## src/rtl/noc_pkg.sv

```systemverilog
// Shared flit definitions for the 3x3 NoC: type codes, field positions,
// flit builders and the transmitter state encoding.
package noc_pkg;

  localparam logic [1:0] FLIT_HDR  = 2'b10;
  localparam logic [1:0] FLIT_BODY = 2'b00;
  localparam logic [1:0] FLIT_TAIL = 2'b01;
  localparam logic [1:0] FLIT_HS   = 2'b11;

  localparam int TYPE_HI = 31;
  localparam int TYPE_LO = 30;
  localparam int SRC_HI  = 29;
  localparam int SRC_LO  = 26;
  localparam int DST_HI  = 25;
  localparam int DST_LO  = 22;
  localparam int X_HI    = 3;
  localparam int X_LO    = 2;
  localparam int Y_HI    = 1;
  localparam int Y_LO    = 0;
  localparam int HS_RET  = 21;

  typedef enum logic [2:0] {
    ST_IDLE,
    ST_HS_REQ,
    ST_HS_WAIT,
    ST_HDR,
    ST_BODY,
    ST_TAIL
  } tx_state_t;

  function automatic logic [31:0] build_flit(input logic [1:0]  ftype,
                                             input logic [3:0]  src,
                                             input logic [3:0]  dst,
                                             input logic [21:0] payload);
    logic [31:0] f;
    f                  = '0;
    f[TYPE_HI:TYPE_LO] = ftype;
    f[SRC_HI:SRC_LO]   = src;
    f[DST_HI:DST_LO]   = dst;
    f[21:0]            = payload;
    return f;
  endfunction

  // The transmitter only ever originates requests, so the return bit stays clear.
  function automatic logic [31:0] build_hs_flit(input logic [3:0] src,
                                                input logic [3:0] dst);
    logic [31:0] f;
    f         = build_flit(FLIT_HS, src, dst, '0);
    f[HS_RET] = 1'b0;
    return f;
  endfunction

  function automatic logic addr_match(input logic [3:0] a, input logic [3:0] b);
    return (a[X_HI:X_LO] == b[X_HI:X_LO]) && (a[Y_HI:Y_LO] == b[Y_HI:Y_LO]);
  endfunction

endpackage

```

## src/rtl/noc_flit_tx_if.sv

```systemverilog
// PE/router-facing signal bundle of the flit transmitter; master is the
// transmitter side, slave is the PE/router environment.
interface noc_flit_tx_if #(
  parameter int LEN_W = 4
);
  logic             req_valid;
  logic             req_ready;
  logic [3:0]       req_dest;
  logic [LEN_W-1:0] req_len;
  logic             data_valid;
  logic             data_ready;
  logic [21:0]      data_in;
  logic             grant;
  logic             flit_valid;
  logic [31:0]      flit_out;
  logic             hs_ret_valid;
  logic [3:0]       hs_ret_src;
  logic             busy;
  logic             done;
  logic             err;

  modport master (
    input  req_valid, req_dest, req_len, data_valid, data_in, grant,
           hs_ret_valid, hs_ret_src,
    output req_ready, data_ready, flit_valid, flit_out, busy, done, err
  );

  modport slave (
    output req_valid, req_dest, req_len, data_valid, data_in, grant,
           hs_ret_valid, hs_ret_src,
    input  req_ready, data_ready, flit_valid, flit_out, busy, done, err
  );
endinterface

```

## src/rtl/noc_flit_tx_fsm.sv

```systemverilog
// Packet sequencing for the flit transmitter: state, handshake retry and
// timeout counters, body count, and the flit-register load strobes.
module noc_flit_tx_fsm
  import noc_pkg::*;
#(
  parameter int LEN_W     = 4,
  parameter int TIMEOUT   = 64,
  parameter int MAX_RETRY = 3
) (
  input  logic             clk,
  input  logic             rst,
  input  logic             req_valid,
  input  logic             flit_valid,
  input  logic             grant,
  input  logic             data_valid,
  input  logic             hs_ret_valid,
  input  logic [3:0]       hs_ret_src,
  input  logic [3:0]       dest_q,
  input  logic [LEN_W-1:0] len_q,
  output logic             accept,
  output logic             load_hs,
  output logic             load_hdr,
  output logic             load_body,
  output logic             load_tail,
  output logic             req_ready,
  output logic             data_ready,
  output logic             busy,
  output logic             done,
  output logic             err
);

  localparam int TMO_W   = (TIMEOUT > 1) ? $clog2(TIMEOUT) : 1;
  localparam int RETRY_W = (MAX_RETRY > 0) ? $clog2(MAX_RETRY + 1) : 1;
  localparam logic [TMO_W-1:0]   TMO_LAST  = TMO_W'(TIMEOUT - 1);
  localparam logic [RETRY_W-1:0] RETRY_MAX = RETRY_W'(MAX_RETRY);

  tx_state_t          state_q, state_n;
  logic [TMO_W-1:0]   tmo_q, tmo_n;
  logic [RETRY_W-1:0] retry_q, retry_n;
  logic [LEN_W-1:0]   cnt_q, cnt_n;
  logic               slot_free;
  logic               granted;

  assign slot_free = !flit_valid || grant;
  assign granted   = flit_valid && grant;

  always_ff @(posedge clk) begin
    if (rst) begin
      state_q <= ST_IDLE;
      tmo_q   <= '0;
      retry_q <= '0;
      cnt_q   <= '0;
    end else begin
      state_q <= state_n;
      tmo_q   <= tmo_n;
      retry_q <= retry_n;
      cnt_q   <= cnt_n;
    end
  end

  always_comb begin
    state_n    = state_q;
    tmo_n      = tmo_q;
    retry_n    = retry_q;
    cnt_n      = cnt_q;
    accept     = 1'b0;
    load_hs    = 1'b0;
    load_hdr   = 1'b0;
    load_body  = 1'b0;
    load_tail  = 1'b0;
    req_ready  = 1'b0;
    data_ready = 1'b0;
    done       = 1'b0;
    err        = 1'b0;
    busy       = (state_q != ST_IDLE);

    case (state_q)
      ST_IDLE: begin
        req_ready = !flit_valid && !rst;
        if (req_valid && req_ready) begin
          accept  = 1'b1;
          load_hs = 1'b1;
          retry_n = '0;
          state_n = ST_HS_REQ;
        end
      end
      ST_HS_REQ: begin
        if (granted) begin
          tmo_n   = '0;
          state_n = ST_HS_WAIT;
        end
      end
      // A matching return beats a timeout landing in the same cycle.
      ST_HS_WAIT: begin
        if (hs_ret_valid && addr_match(hs_ret_src, dest_q)) begin
          load_hdr = 1'b1;
          state_n  = ST_HDR;
        end else if (tmo_q == TMO_LAST) begin
          if (retry_q < RETRY_MAX) begin
            retry_n = retry_q + 1'b1;
            load_hs = 1'b1;
            state_n = ST_HS_REQ;
          end else begin
            err     = 1'b1;
            state_n = ST_IDLE;
          end
        end else begin
          tmo_n = tmo_q + 1'b1;
        end
      end
      ST_HDR: begin
        if (granted) begin
          cnt_n = '0;
          if (len_q == '0) begin
            load_tail = 1'b1;
            state_n   = ST_TAIL;
          end else begin
            state_n = ST_BODY;
          end
        end
      end
      ST_BODY: begin
        if (cnt_q == len_q) begin
          if (slot_free) begin
            load_tail = 1'b1;
            state_n   = ST_TAIL;
          end
        end else begin
          data_ready = data_valid && slot_free;
          if (data_ready) begin
            load_body = 1'b1;
            cnt_n     = cnt_q + 1'b1;
          end
        end
      end
      ST_TAIL: begin
        if (granted) begin
          done    = 1'b1;
          state_n = ST_IDLE;
        end
      end
      default: state_n = ST_IDLE;
    endcase
  end

endmodule

```

## src/rtl/noc_flit_tx.sv

```systemverilog
// PE-side NoC flit transmitter: handshake, header, body and tail into the
// router local port. Define NOC_TX_CHECKSUM_EN to carry a body XOR in the tail.
module noc_flit_tx
  import noc_pkg::*;
#(
  parameter logic [3:0] ADDR_SW   = 4'b0000,
  parameter int         LEN_W     = 4,
  parameter int         TIMEOUT   = 64,
  parameter int         MAX_RETRY = 3
) (
  input logic           clk,
  input logic           rst,
  noc_flit_tx_if.master bus
);

  logic             accept, load_hs, load_hdr, load_body, load_tail, load_any;
  logic             req_ready, data_ready, busy, done, err;
  logic             flit_valid_q;
  logic [31:0]      flit_q, next_flit;
  logic [3:0]       dest_q;
  logic [LEN_W-1:0] len_q;
  logic [21:0]      tail_payload;
  logic             slot_free;

  noc_flit_tx_fsm #(
    .LEN_W    (LEN_W),
    .TIMEOUT  (TIMEOUT),
    .MAX_RETRY(MAX_RETRY)
  ) u_fsm (
    .clk         (clk),
    .rst         (rst),
    .req_valid   (bus.req_valid),
    .flit_valid  (flit_valid_q),
    .grant       (bus.grant),
    .data_valid  (bus.data_valid),
    .hs_ret_valid(bus.hs_ret_valid),
    .hs_ret_src  (bus.hs_ret_src),
    .dest_q      (dest_q),
    .len_q       (len_q),
    .accept      (accept),
    .load_hs     (load_hs),
    .load_hdr    (load_hdr),
    .load_body   (load_body),
    .load_tail   (load_tail),
    .req_ready   (req_ready),
    .data_ready  (data_ready),
    .busy        (busy),
    .done        (done),
    .err         (err)
  );

  assign slot_free = !flit_valid_q || bus.grant;
  assign load_any  = load_hs || load_hdr || load_body || load_tail;

`ifdef NOC_TX_CHECKSUM_EN
  logic [21:0] csum_q;

  always_ff @(posedge clk) begin
    if (rst)            csum_q <= '0;
    else if (load_hdr)  csum_q <= '0;
    else if (load_body) csum_q <= csum_q ^ bus.data_in;
  end

  assign tail_payload = csum_q;
`else
  assign tail_payload = '0;
`endif

  // The request flit is built in the accept cycle, before dest_q is updated.
  always_comb begin
    next_flit = '0;
    if (load_hs)
      next_flit = build_hs_flit(ADDR_SW, accept ? bus.req_dest : dest_q);
    else if (load_hdr)
      next_flit = build_flit(FLIT_HDR, ADDR_SW, dest_q, 22'(len_q));
    else if (load_body)
      next_flit = build_flit(FLIT_BODY, ADDR_SW, dest_q, bus.data_in);
    else if (load_tail)
      next_flit = build_flit(FLIT_TAIL, ADDR_SW, dest_q, tail_payload);
  end

  always_ff @(posedge clk) begin
    if (rst) begin
      flit_valid_q <= 1'b0;
      flit_q       <= '0;
      dest_q       <= '0;
      len_q        <= '0;
    end else begin
      if (accept) begin
        dest_q <= bus.req_dest;
        len_q  <= bus.req_len;
      end
      if (slot_free) begin
        flit_valid_q <= load_any;
        if (load_any) flit_q <= next_flit;
      end
    end
  end

  assign bus.flit_valid = flit_valid_q;
  assign bus.flit_out   = flit_q;
  assign bus.req_ready  = req_ready;
  assign bus.data_ready = data_ready;
  assign bus.busy       = busy;
  assign bus.done       = done;
  assign bus.err        = err;

endmodule

```

## src/flat_wrapper.sv

```systemverilog
// flat-port wrapper written by rule: the top's interface ports become plain ports
module noc_flit_tx_flat import noc_pkg::*;
#(
  parameter logic [3:0] ADDR_SW   = 4'b0000,
  parameter int         LEN_W     = 4,
  parameter int         TIMEOUT   = 64,
  parameter int         MAX_RETRY = 3
)
  (clk, rst, bus_req_valid, bus_req_dest, bus_req_len, bus_data_valid, bus_data_in, bus_grant, bus_hs_ret_valid, bus_hs_ret_src, bus_req_ready, bus_data_ready, bus_flit_valid, bus_flit_out, bus_busy, bus_done, bus_err);
  noc_flit_tx_if #(.LEN_W(LEN_W)) bus_i ();
  input logic clk;
  input logic rst;
  input wire logic [$bits(bus_i.req_valid)-1:0] bus_req_valid;
  input wire logic [$bits(bus_i.req_dest)-1:0] bus_req_dest;
  input wire logic [$bits(bus_i.req_len)-1:0] bus_req_len;
  input wire logic [$bits(bus_i.data_valid)-1:0] bus_data_valid;
  input wire logic [$bits(bus_i.data_in)-1:0] bus_data_in;
  input wire logic [$bits(bus_i.grant)-1:0] bus_grant;
  input wire logic [$bits(bus_i.hs_ret_valid)-1:0] bus_hs_ret_valid;
  input wire logic [$bits(bus_i.hs_ret_src)-1:0] bus_hs_ret_src;
  output wire logic [$bits(bus_i.req_ready)-1:0] bus_req_ready;
  output wire logic [$bits(bus_i.data_ready)-1:0] bus_data_ready;
  output wire logic [$bits(bus_i.flit_valid)-1:0] bus_flit_valid;
  output wire logic [$bits(bus_i.flit_out)-1:0] bus_flit_out;
  output wire logic [$bits(bus_i.busy)-1:0] bus_busy;
  output wire logic [$bits(bus_i.done)-1:0] bus_done;
  output wire logic [$bits(bus_i.err)-1:0] bus_err;
  assign bus_i.req_valid = bus_req_valid;
  assign bus_i.req_dest = bus_req_dest;
  assign bus_i.req_len = bus_req_len;
  assign bus_i.data_valid = bus_data_valid;
  assign bus_i.data_in = bus_data_in;
  assign bus_i.grant = bus_grant;
  assign bus_i.hs_ret_valid = bus_hs_ret_valid;
  assign bus_i.hs_ret_src = bus_hs_ret_src;
  assign bus_req_ready = bus_i.req_ready;
  assign bus_data_ready = bus_i.data_ready;
  assign bus_flit_valid = bus_i.flit_valid;
  assign bus_flit_out = bus_i.flit_out;
  assign bus_busy = bus_i.busy;
  assign bus_done = bus_i.done;
  assign bus_err = bus_i.err;
  noc_flit_tx #(.ADDR_SW(ADDR_SW), .LEN_W(LEN_W), .TIMEOUT(TIMEOUT), .MAX_RETRY(MAX_RETRY)) u_core (.clk(clk), .rst(rst), .bus(bus_i));
endmodule
```

## config.mk

```make
export PLATFORM = sky130hd
export DESIGN_NAME = noc_flit_tx_flat
export DESIGN_NICKNAME = d
export VERILOG_FILES = /design/src/rtl/noc_pkg.sv /design/src/rtl/noc_flit_tx_if.sv /design/src/rtl/noc_flit_tx_fsm.sv /design/src/rtl/noc_flit_tx.sv /design/src/flat_wrapper.sv
export SDC_FILE = /design/constraint.sdc
export NUM_CORES = 1
export LEC_CHECK = 0
export CORE_ASPECT_RATIO = 0.8
export CORE_UTILIZATION = 50
export CTS_CLUSTER_DIAMETER = 150
export CTS_CLUSTER_SIZE = 12
export DETAILED_ROUTE_END_ITERATION = 7
export PLACE_DENSITY = 0.85
export SLEW_MARGIN = 25
export SYNTH_ARGS = -nofsm -noshare
export SYNTH_HDL_FRONTEND = slang
export SYNTH_HIERARCHICAL = 1
export SYNTH_SLANG_ARGS = --single-unit
```

## constraint.sdc

```tcl
create_clock -name clk -period 4 [get_ports clk]
set_input_delay 1.2 -clock clk [delete_from_list [all_inputs] [get_ports clk]]
set_output_delay 1.2 -clock clk [all_outputs]
set_load 0.005 [all_outputs]
```

==> qor.yml <==
critPathLaunchType: "primary input"
drt_wl_total_um: 6150
fmax_ghz: 0.254
grt_start_max_net_pins: 35
port_buffers: 73
ir_worst_vdd_mv: 0.202
worstPathRequired_ns: 2.80
grtUsageTotal_pct: 23.9
synth_ff_type: "dfxtp_1"
finalCriticalPeriod_ns: 3.94
clock-sinks: 52
cts.repair.resized: 0
dp_hpwl_um: 4500
syn2layout_area_growth_pct: 33.3
syn_area_mm2: 0.00256
cp_data_arrival_time_ns: 2.74
slew_violations: 0
endpoint_kind: "output pin"
place_ws_ns: 0.0871
drt-initial-drc-count: 118
fin_nets: 377
synth_async_sr_flop_share_pct: 0
post_drt_wl_per_cell_um: 15.6
final_common_cell: "clkdlybuf4s50_1"
cts_tree: "yes"
placed_cells: 387
fin_ws_ns: 0.0622
cts_setup_buffers: 0
grt_pass1_wl_um: 9720
antenna_cells: 0
synth_seq_area_share_pct: 40.7
setup_viol: 0
relSlewSlack_pct: 61.4
whs_ns: 0.486
synthCells: 261
via_per_inst: 5.69
dr.pass1.iters: 4
die_area_mm2: 0.00541
crit_fanout: 2
grt_pass1_vias: 2042
ys_ff_latch: 52
die_w_um: 82.0
p_per_area_mw_per_mm2: 337
layout_common_cells: "clkdlybuf4s50_1 (73), dfxtp_1 (52), nor2_1 (18), a21oi_1 (18), a22o_2 (16)"
power_leakage_nw: 1.25
drv_cap: 0
grtUsageMet1_pct: 31.3
cts_buffers: 5
ios: 78
drtAntennaViolNets: 0
drive_gt1_share_pct: 15.5
grt.met2_usage_pct: 38.9
antenna_found_initial: 0
clock_path_buffers: 2
clk_latency_ns: 0.30
worst_slew_pin_slew_ns: 0.578
clock_skew_ns: 0.00853
finalWeightedCongestion: 0.826
yosys_warnings: 6
hold_buffers: 0
num_rows: 22
synth_edf_count: 0
overflow: 0
min_path_type: "register to register"
fin_crit_sh_pct: 98.4
status: "finished clean"
hold_violations: 0
fp.coreArea_mm2: 0.00476
syn-mean-instance-area_um2: 9.80
drcViolationCount: 0
root_buffer: "clkbuf_8"
tns_ns: 0
grt.busiest_layer: "met2"
path_class: "primary input to output pin"
finalNonFillerCells: 395
initial_core_util_pct: 53.7
h-tree-depth: 2
via_count: 2246
dieHeight_um: 66.0
path_clk_slew_ns: 0.09
rsz0062_at_grt: "no"
gr-usage-met3_pct: 5.24
yosysUniqueCellTypes: 56
layout make-up:
cell class	instances	area [um2]
Timing Repair Buffer	83	806
Sequential cell	52	1040
Clock inverter	3	42.5
Inverter	10	37.5
Multi-Input combinational cell	182	1340
Tap cell	60	75.1
Fill cell	386	1350
Clock buffer	5	68.8
final timing paths:
| path | start | to | slack [ns] | cells past startpoint |
|---|---|---|---|---|
| hold reg to reg | u_core/bus.flit_out[1] | u_core/bus.flit_out[1] | 0.49 | 2 |
| setup / recovery | bus_grant | bus_data_ready | 0.06 | 5 |
| hold / removal | u_core/bus.flit_out[1] | u_core/bus.flit_out[1] | 0.49 | 2 |
| setup reg to reg | u_core/len_q[1] | u_core/bus.flit_out[15] | 1.41 | 7 |
registers in the layout (all words and copies together), names as in the netlist:
signal,flops
u_core/len_q,4
u_core/u_fsm/state_q,3
u_core/u_fsm/retry_q,2
u_core/bus.flit_valid,1
u_core/bus.flit_out,28
u_core/u_fsm/tmo_q,6
u_core/u_fsm/cnt_q,4
u_core/dest_q,4
where the power goes:
group	switching (mW)	total [mW]	internal, mW
logic	0.109	0.229	0.120
clock network	0.173	0.359	0.185
registers	0.0258	0.561	0.536
total	0.308	1.15	0.841
worst max-delay path, cell delays in order:
cell and delay, ns:
clkdlybuf4s50_1 0.48, nor2b_1 0.07, nand2b_1 0.17, nor3_1 0.26, clkdlybuf4s50_1 0.55
through the flow:
step                      util, %  power [mW]  cell area [um2]
after global placement       69.3       0.791             3300
after floorplan                 -       0.710             2570
after CTS                    71.6        1.16             3410
final                        71.6        1.15             3410
after global routing         71.6        1.20             3410
after detailed placement     69.3       0.799             3300
per-layer routing:
layer,up-vias,wire (um)
li1,1099,-
met1,1062,2830
met2,81,2920
met3,4,358
met4,0,46
met5,-,0
logic make-up (layout without fill, tap and decap cells):
group / count (synthesis) / in the layout / synth area share (%)
and+or+nand+nor: 78 / 78 / 18.5
muxes: 15 / 15 / 6.06
adders and majority gates: 3 / 3 / 1.47
xor gates and xnor gates: 9 / 9 / 3.08
DFF: 52 / 52 / 40.7
other: 1 / 4 / 0.147
AOI/OAI and AO/OA: 73 / 73 / 22.6
buffers and inverters: 30 / 101 / 7.43
synth_stat cells (all sizes together) (7+ instances only):
master / instances / area, um2
nand2: 8 / 30.0
mux2i: 14 / 140
a21oi: 19 / 106
nor3: 9 / 50.1
inv: 10 / 37.5
o21ai: 9 / 45.0
or3: 7 / 43.8
buf: 16 / 138
nor2: 19 / 78.8
a22o: 18 / 178
dfxtp: 52 / 1040
nand3: 9 / 45.0
(Power assumes the default switching activity.)
